$ cat src/rtl/readback_framer.sv
// readback_framer: frames tagged byte messages into 32-bit readback FIFO words; define READBACK_CHECKSUM_EN to append a checksum trailer word
module readback_framer #(
   parameter logic [7:0] HEADER_MAGIC  = 8'hA5,
   parameter logic [7:0] TRAILER_MAGIC = 8'h5A
) (
   input  logic        sys_clk,
   input  logic        reset_n,
   input  logic        msg_start,
   input  logic [7:0]  msg_tag,
   input  logic [7:0]  msg_len,
   input  logic        byte_valid,
   input  logic [7:0]  byte_data,
   output logic        byte_ready,
   output logic [31:0] fifo_data,
   output logic        fifo_write,
   input  logic        fifo_full,
   output logic        busy,
   output logic [7:0]  drop_count
);
`ifdef READBACK_CHECKSUM_EN
   typedef enum logic [2:0] {IDLE, HEADER, PAYLOAD, FLUSH, TRAILER} state_t;
   localparam state_t DONE = TRAILER;
`else
   typedef enum logic [1:0] {IDLE, HEADER, PAYLOAD, FLUSH} state_t;
   localparam state_t DONE = IDLE;
   logic unused_magic;
   assign unused_magic = ^TRAILER_MAGIC;
`endif
   state_t      state, state_next;
   logic [31:0] word;
   logic        pending;
   logic [7:0]  len;
   logic [7:0]  cnt;
   logic        wr;
   logic        acc;
   logic        last;
   assign wr         = pending & ~fifo_full;
   assign fifo_write = wr;
   assign fifo_data  = word;
   assign busy       = state != IDLE;
   assign byte_ready = state == PAYLOAD && !pending;
   assign acc        = byte_valid & byte_ready;
   assign last       = cnt == len - 8'd1;
   // state register
   always_ff @(posedge sys_clk or negedge reset_n)
      if (!reset_n) state <= IDLE;
      else state <= state_next;
   // next state: each framing phase ends when its word leaves for the FIFO
   always_comb begin
      state_next = state;
      case (state)
         IDLE:    state_next = msg_start ? HEADER : IDLE;
         HEADER:  if (wr) state_next = (len == 8'd0) ? DONE : PAYLOAD;
         PAYLOAD: if (acc && last) state_next = FLUSH;
         FLUSH:   if (wr) state_next = DONE;
`ifdef READBACK_CHECKSUM_EN
         TRAILER: if (wr) state_next = IDLE;
`endif
         default: state_next = IDLE;
      endcase
   end
`ifdef READBACK_CHECKSUM_EN
   logic [7:0] sum;
   // running mod-256 sum of accepted payload bytes
   always_ff @(posedge sys_clk or negedge reset_n)
      if (!reset_n) sum <= '0;
      else if (state == IDLE && msg_start) sum <= '0;
      else if (acc) sum <= sum + byte_data;
`endif
   // word assembly, pending flag, byte counter and drop counter
   always_ff @(posedge sys_clk or negedge reset_n)
      if (!reset_n) begin
         word       <= '0;
         pending    <= 1'b0;
         len        <= '0;
         cnt        <= '0;
         drop_count <= '0;
      end else begin
         if (wr) pending <= 1'b0;
         if (state == IDLE && msg_start) begin
            len     <= msg_len;
            cnt     <= '0;
            word    <= {HEADER_MAGIC, msg_tag, msg_len, 8'h00};
            pending <= 1'b1;
         end
         if (acc) begin
            word <= (cnt[1:0] == 2'd0) ? {24'h0, byte_data} : word | ({24'h0, byte_data} << {cnt[1:0], 3'b000});
            cnt  <= cnt + 8'd1;
            if (cnt[1:0] == 2'd3 || last) pending <= 1'b1;
         end
`ifdef READBACK_CHECKSUM_EN
         if (state != TRAILER && state_next == TRAILER) begin
            word    <= {TRAILER_MAGIC, 16'h0000, sum};
            pending <= 1'b1;
         end
`endif
         if (msg_start && busy && drop_count != 8'hFF) drop_count <= drop_count + 8'd1;
      end
endmodule
$ cat config.mk
export PLATFORM = sky130hd
export DESIGN_NAME = readback_framer
export DESIGN_NICKNAME = d
export VERILOG_FILES = /design/src/rtl/readback_framer.sv
export SDC_FILE = /design/constraint.sdc
export NUM_CORES = 1
export LEC_CHECK = 0
export ABC_AREA = 1
export ABC_CLOCK_PERIOD_IN_PS = 2200
export BUFFER_PORTS_ARGS = -buffer_cell sky130_fd_sc_hd__buf_2
export CAP_MARGIN = 20
export CORE_MARGIN = 2
export CORE_UTILIZATION = 40
export CTS_CLUSTER_DIAMETER = 50
export DETAILED_ROUTE_END_ITERATION = 7
export PLACE_DENSITY = 0.72
export SLEW_MARGIN = 40
export SYNTH_ARGS = -nofsm -noshare
export SYNTH_HDL_FRONTEND = slang
export SYNTH_SLANG_ARGS = --single-unit
$ cat constraint.sdc
create_clock -name sys_clk -period 2.2 [get_ports sys_clk]
set_input_delay 0.66 -clock sys_clk [delete_from_list [all_inputs] [get_ports sys_clk]]
set_output_delay 0.66 -clock sys_clk [all_outputs]
set_load 0.03 [all_outputs]
# Word-level counts from Yosys, hierarchy flattened
# Cells that the tools add are included.
totals:
  word_cells: 51
  out_inout_bits: 43
  regBits: 59
  in_bits: 29
classes:
  n_shift: 1
  eq_ne: 9
  addsub: 3
  reduce_logical: 13
  bitwise_logic: 4
  muxes: 15
op_table:
  columns: ["cell", "count"]
  rows:
  - ["two-way mux 32 bit", 3]
  - ["bitwise OR 32 bit", 1]
  - ["left shift 8 x 5 -> 32 bit", 1]
  - ["adder 8 x 1 -> 8 bit (second input constant)", 2]
  - ["two-way mux 8 bit", 2]
  - ["== test 8 bit", 1]
  - ["zero test 8 bit", 1]
  - ["two-way mux 2 bit", 4]
  - ["!= test 8 bit (second input constant)", 1]
  - ["one-hot mux 2 bit (4 select lines)", 1]
  - ["subtractor 8 x 1 -> 8 bit (second input constant)", 1]
  - ["== test 2 bit (second input constant)", 3]
  - ["logical AND 1 bit", 5]
  - ["two-way mux 1 bit", 5]
  - ["zero test 2 bit", 2]
  - ["!= test 2 bit (second input constant)", 2]
  - ["nonzero test 2 bit", 2]
  - ["AND reduction 3 bit", 1]
  - ["bitwise AND 1 bit", 2]
  - ["== test 2 x 1 -> 1 bit (second input constant)", 1]
  - ["!= test 2 x 1 -> 1 bit (second input constant)", 1]
  - ["zero test 1 bit", 1]
  - ["logical OR 1 bit", 1]
  - ["inverter 1 bit", 1]

# Logic depth before layout (Yosys ltp)
logic_depth:
  depth_word: 6
  ltp_mapped: 11
  ltp_nobuf: 11

# Worst setup path before layout
# Ideal clock, no wire load.
synth_timing:
  path_kind: "input -> output"
  from: "input port fifo_full"
  to: "output port fifo_write"
  cell_stages: 1
  slack_ps: 445
  arrival_ps: 1095
  path_buffers: 0
  required_time_ps: 1540
  cell_sequence: "nor2_1"
synth_via:
  elab_chain_cells: 2
synth_rtl:
  columns: ["element", "line_no", "source"]
  rows:
  - ["from (decl)", "16", "input logic fifo_full,"]
  - ["inverter 1 bit", "37", "assign wr = pending & ~fifo_full;"]
  - ["bitwise AND 1 bit", "37", null]
  - ["to (decl)", "15", "output logic fifo_write,"]
# No other way between the ends.

==> impl_metrics.py <==
metrics = {
    "clocking": {
        "clk_path_buf_depth": 2,
        "cts_root_buf": "clkbuf_8",
        "post_cts_buffers": 0,
        "htree_levels": 3,
        "clock-sinks": 59,
        "cts_tree": "yes",
        "cts_buffers": 9,
        "clock_latency_ns": 0.34,
        "path_clk_slew_ns": 0.06,
        "cts_resized": 0,
        "cts_hold_buf": 0,
    },
    "power_and_ir_drop": {
        "powerDensity_nw_per_um2": 1401,
        "p_leak_nw": 1.907,
        "ir_worst_vdd_mv": 0.3767,
    },
    "logic_synthesis": {
        "synth_edf_count": 0,
        "yosysWarnings": 0,
        "syn_area_sq_um": 3005,
        "syn-num-nets": 406,
        "synth_area_leaders": "dfrtp_1, nand2_1, o21ai_0, nor2_1, inv_1",
        "yosysSeqAreaShare_pct": 49.13,
        "ys_async_sr_fraction_pct": 100.0,
        "synth_top_cell_by_area": "dfrtp_1",
        "synth.most_common_cell": "nand2_1",
        "synth_cell_type_count": 29,
        "synth_ff_type": "dfrtp_1",
        "syn_avg_cell_area_sq_um": 8.057,
        "synth_top_area_share_pct": 49.13,
        "synthCells": 373,
        "synth_seq_cells": 59,
        "yosys-top-cells-count": "nand2_1, dfrtp_1, nor2_1",
    },
    "grt": {
        "grt.overflow.total": 0,
        "grt_pass1_wl_um": 12210,
        "grt_pass1_vias": 2620,
        "antenna_found_initial": 0,
        "grt_usage_pct": 18.39,
        "grt_max_degree": 60,
    },
    "cells_and_area": {
        "multi_input_area_sq_um": 1300,
        "syn_to_final_growth_pct": 22.40,
        "num-nets-final": 485,
        "diodes": 0,
        "drive_above_1_share_pct": 22.10,
        "ff_latch_area_sq_um": 1476,
        "fillCellCount": 705,
    },
    "die": {
        "rows": 31,
        "ios": 72,
        "dieHeight_um": 90.68,
        "die_w_um": 90.68,
        "fp.dieArea_sq_um": 8223,
        "start_util_pct": 41.44,
        "coreArea_sq_um": 7253,
    },
    "critical_path": {
        "end_kind": "output port",
        "critPathKind": "reg2out",
        "cp_slowest_cell": "dfrtp_1",
        "crit_family": "flip-flops",
        "crit_path_max_incr_delay_ns": 0.43,
        "crit_required_ns": 1.54,
        "critical_path.cell_chain": "nor2_1, inv_1, buf_2",
        "crit_path_start_kind": "flop",
        "critPathArrivalTime_ns": 1.23,
        "critical_path_buf_inv_count": 2,
        "worstPathMaxFanout": 4,
    },
    "sta": {
        "worst_pin_slew_ns": 0.4566,
        "period_share_pct": 85.77,
        "slew_headroom_pct": 69.53,
        "rsz0062_at_grt": "no",
        "whs_ns": 0.3124,
        "finalMaxSlewViolations": 0,
        "period_needed_ns": 1.887,
        "fin_tns_setup_ns": 0,
        "max_freq_mhz": 529.9,
        "setup_viol": 0,
        "fin_skew_ns": 0.006729,
        "finalHoldViolCount": 0,
    },
    "drt": {
        "route.vias.total": 2758,
        "vias_per_cell": 4.960,
        "drtIter0Drc": 204,
        "routedWlPerCell_um": 13.21,
        "drt_first_pass_iters": 6,
        "drtAntennaViolNets": 0,
        "wirelength_um": 7345,
        "remaining_drc_errors": 0,
    },
    "placed_design": {
        "place_hpwl_um": 5382,
        "gp_congestion": 0.8678,
        "io_buffer_count": 71,
    },
    "worst_hold_path": {
        "holdCritPathClass": "in2async",
    },
    "run": {
        "max-cap-violations": 0,
    },
    "run_status": {
        "status": "finished clean",
    },
}
## per-layer routing
metal  vias to the layer above  wire [um]  share of wire, %  GRT usage, %
li1                       1367          -                 -             -
met1                      1288       3262                44         23.92
met2                        90       3428                47         29.54
met3                        13        518               7.1         5.593
met4                         0        136               1.9         5.513
met5                         -          0                 0             0
## stage by stage
stage | worst slack (ns) | cell area [sq um] | utilization (%) | instances | total power, mW
floorplan | 0.4448 | 3005 | - | 373 | 3.509
global placement | 0.3597 | 3475 | 47.90 | 540 | 4.104
detailed placement | 0.3522 | 3475 | 47.90 | 540 | 4.153
CTS | 0.3006 | 3679 | 50.72 | 556 | 5.176
global route | 0.2303 | 3679 | 50.72 | 556 | 5.532
finish | 0.3130 | 3679 | 50.72 | 556 | 5.152
## final timing paths
path                            cells after the start     startpoint  slack (ns)            end
worst max-delay path                                3           flop        0.31           busy
worst min-delay path                                2        reset_n        0.31  drop_count[6]
worst max register to register                      7         cnt[0]        0.50  fifo_data[12]
worst min register to register                      2  fifo_data[13]        0.48  fifo_data[13]
max in group asynchronous                           2        reset_n        1.63         cnt[3]
min in group sys_clk                                2  fifo_data[13]        0.48  fifo_data[13]
## power by group
part / total [mW] / internal, mW / switching [mW]
Clock: 1.02 / 0.583 / 0.439
Sequential: 1.79 / 1.48 / 0.308
Combinational: 2.34 / 0.711 / 1.63
## layout by cell type, fill, tap and decap left out, types with 2 or more instances in the layout
cell type  instances
o21ai_1            3
nand3_1           22
buf_4              5
nand4_1           11
o21ai_0           35
clkinv_2           2
nand2_1          101
clkinv_1           2
inv_2              3
xnor2_1            7
o22ai_1            2
a31oi_1            4
dfrtp_1           59
ha_1               4
clkbuf_8          11
inv_1             38
xor2_1             6
nor2_1            39
nor3_1             6
buf_2             71
a22oi_1            4
a2bb2oi_1          4
a21oi_1            7
nand2_2            3
## logic make-up (layout without fill, tap and decap cells)
group           Yosys count  count (layout)  synth area share [%]
simple gates            185             185                 26.64
compound gates           60              60                 11.16
flops                    59              59                 49.13
buf+inv                  52             136                 7.618
xor+xnor                 13              13                 3.789
fa+ha+maj                 4               4                 1.665
## worst register-to-register path, cell delays in order (launching register included)
cell and delay, ns:
dfrtp_1 0.35, clkinv_1 0.24, ha_1 0.38, nor2_8 0.13, inv_2 0.07, nand2_2 0.28
nand2_1 0.11, nand3_1 0.08
## layout make-up
| class | instances | share of cell area [%] |
|---|---|---|
| well taps | 99 | 3.367 |
| clock buffers | 12 | 4.218 |
| clock inverters | 4 | 1.327 |
| multi-input cells | 262 | 35.34 |
| flip-flops and latches | 59 | 40.14 |
| repair buffers | 77 | 11.22 |
| inverters | 43 | 4.388 |
## registers in the layout, indices dropped and copies added (netlist names), named ones only
signal and flops:
cnt 8, drop_count 8, fifo_data 32, len 8, pending 1, state 1
(Power assumes the default switching activity.)
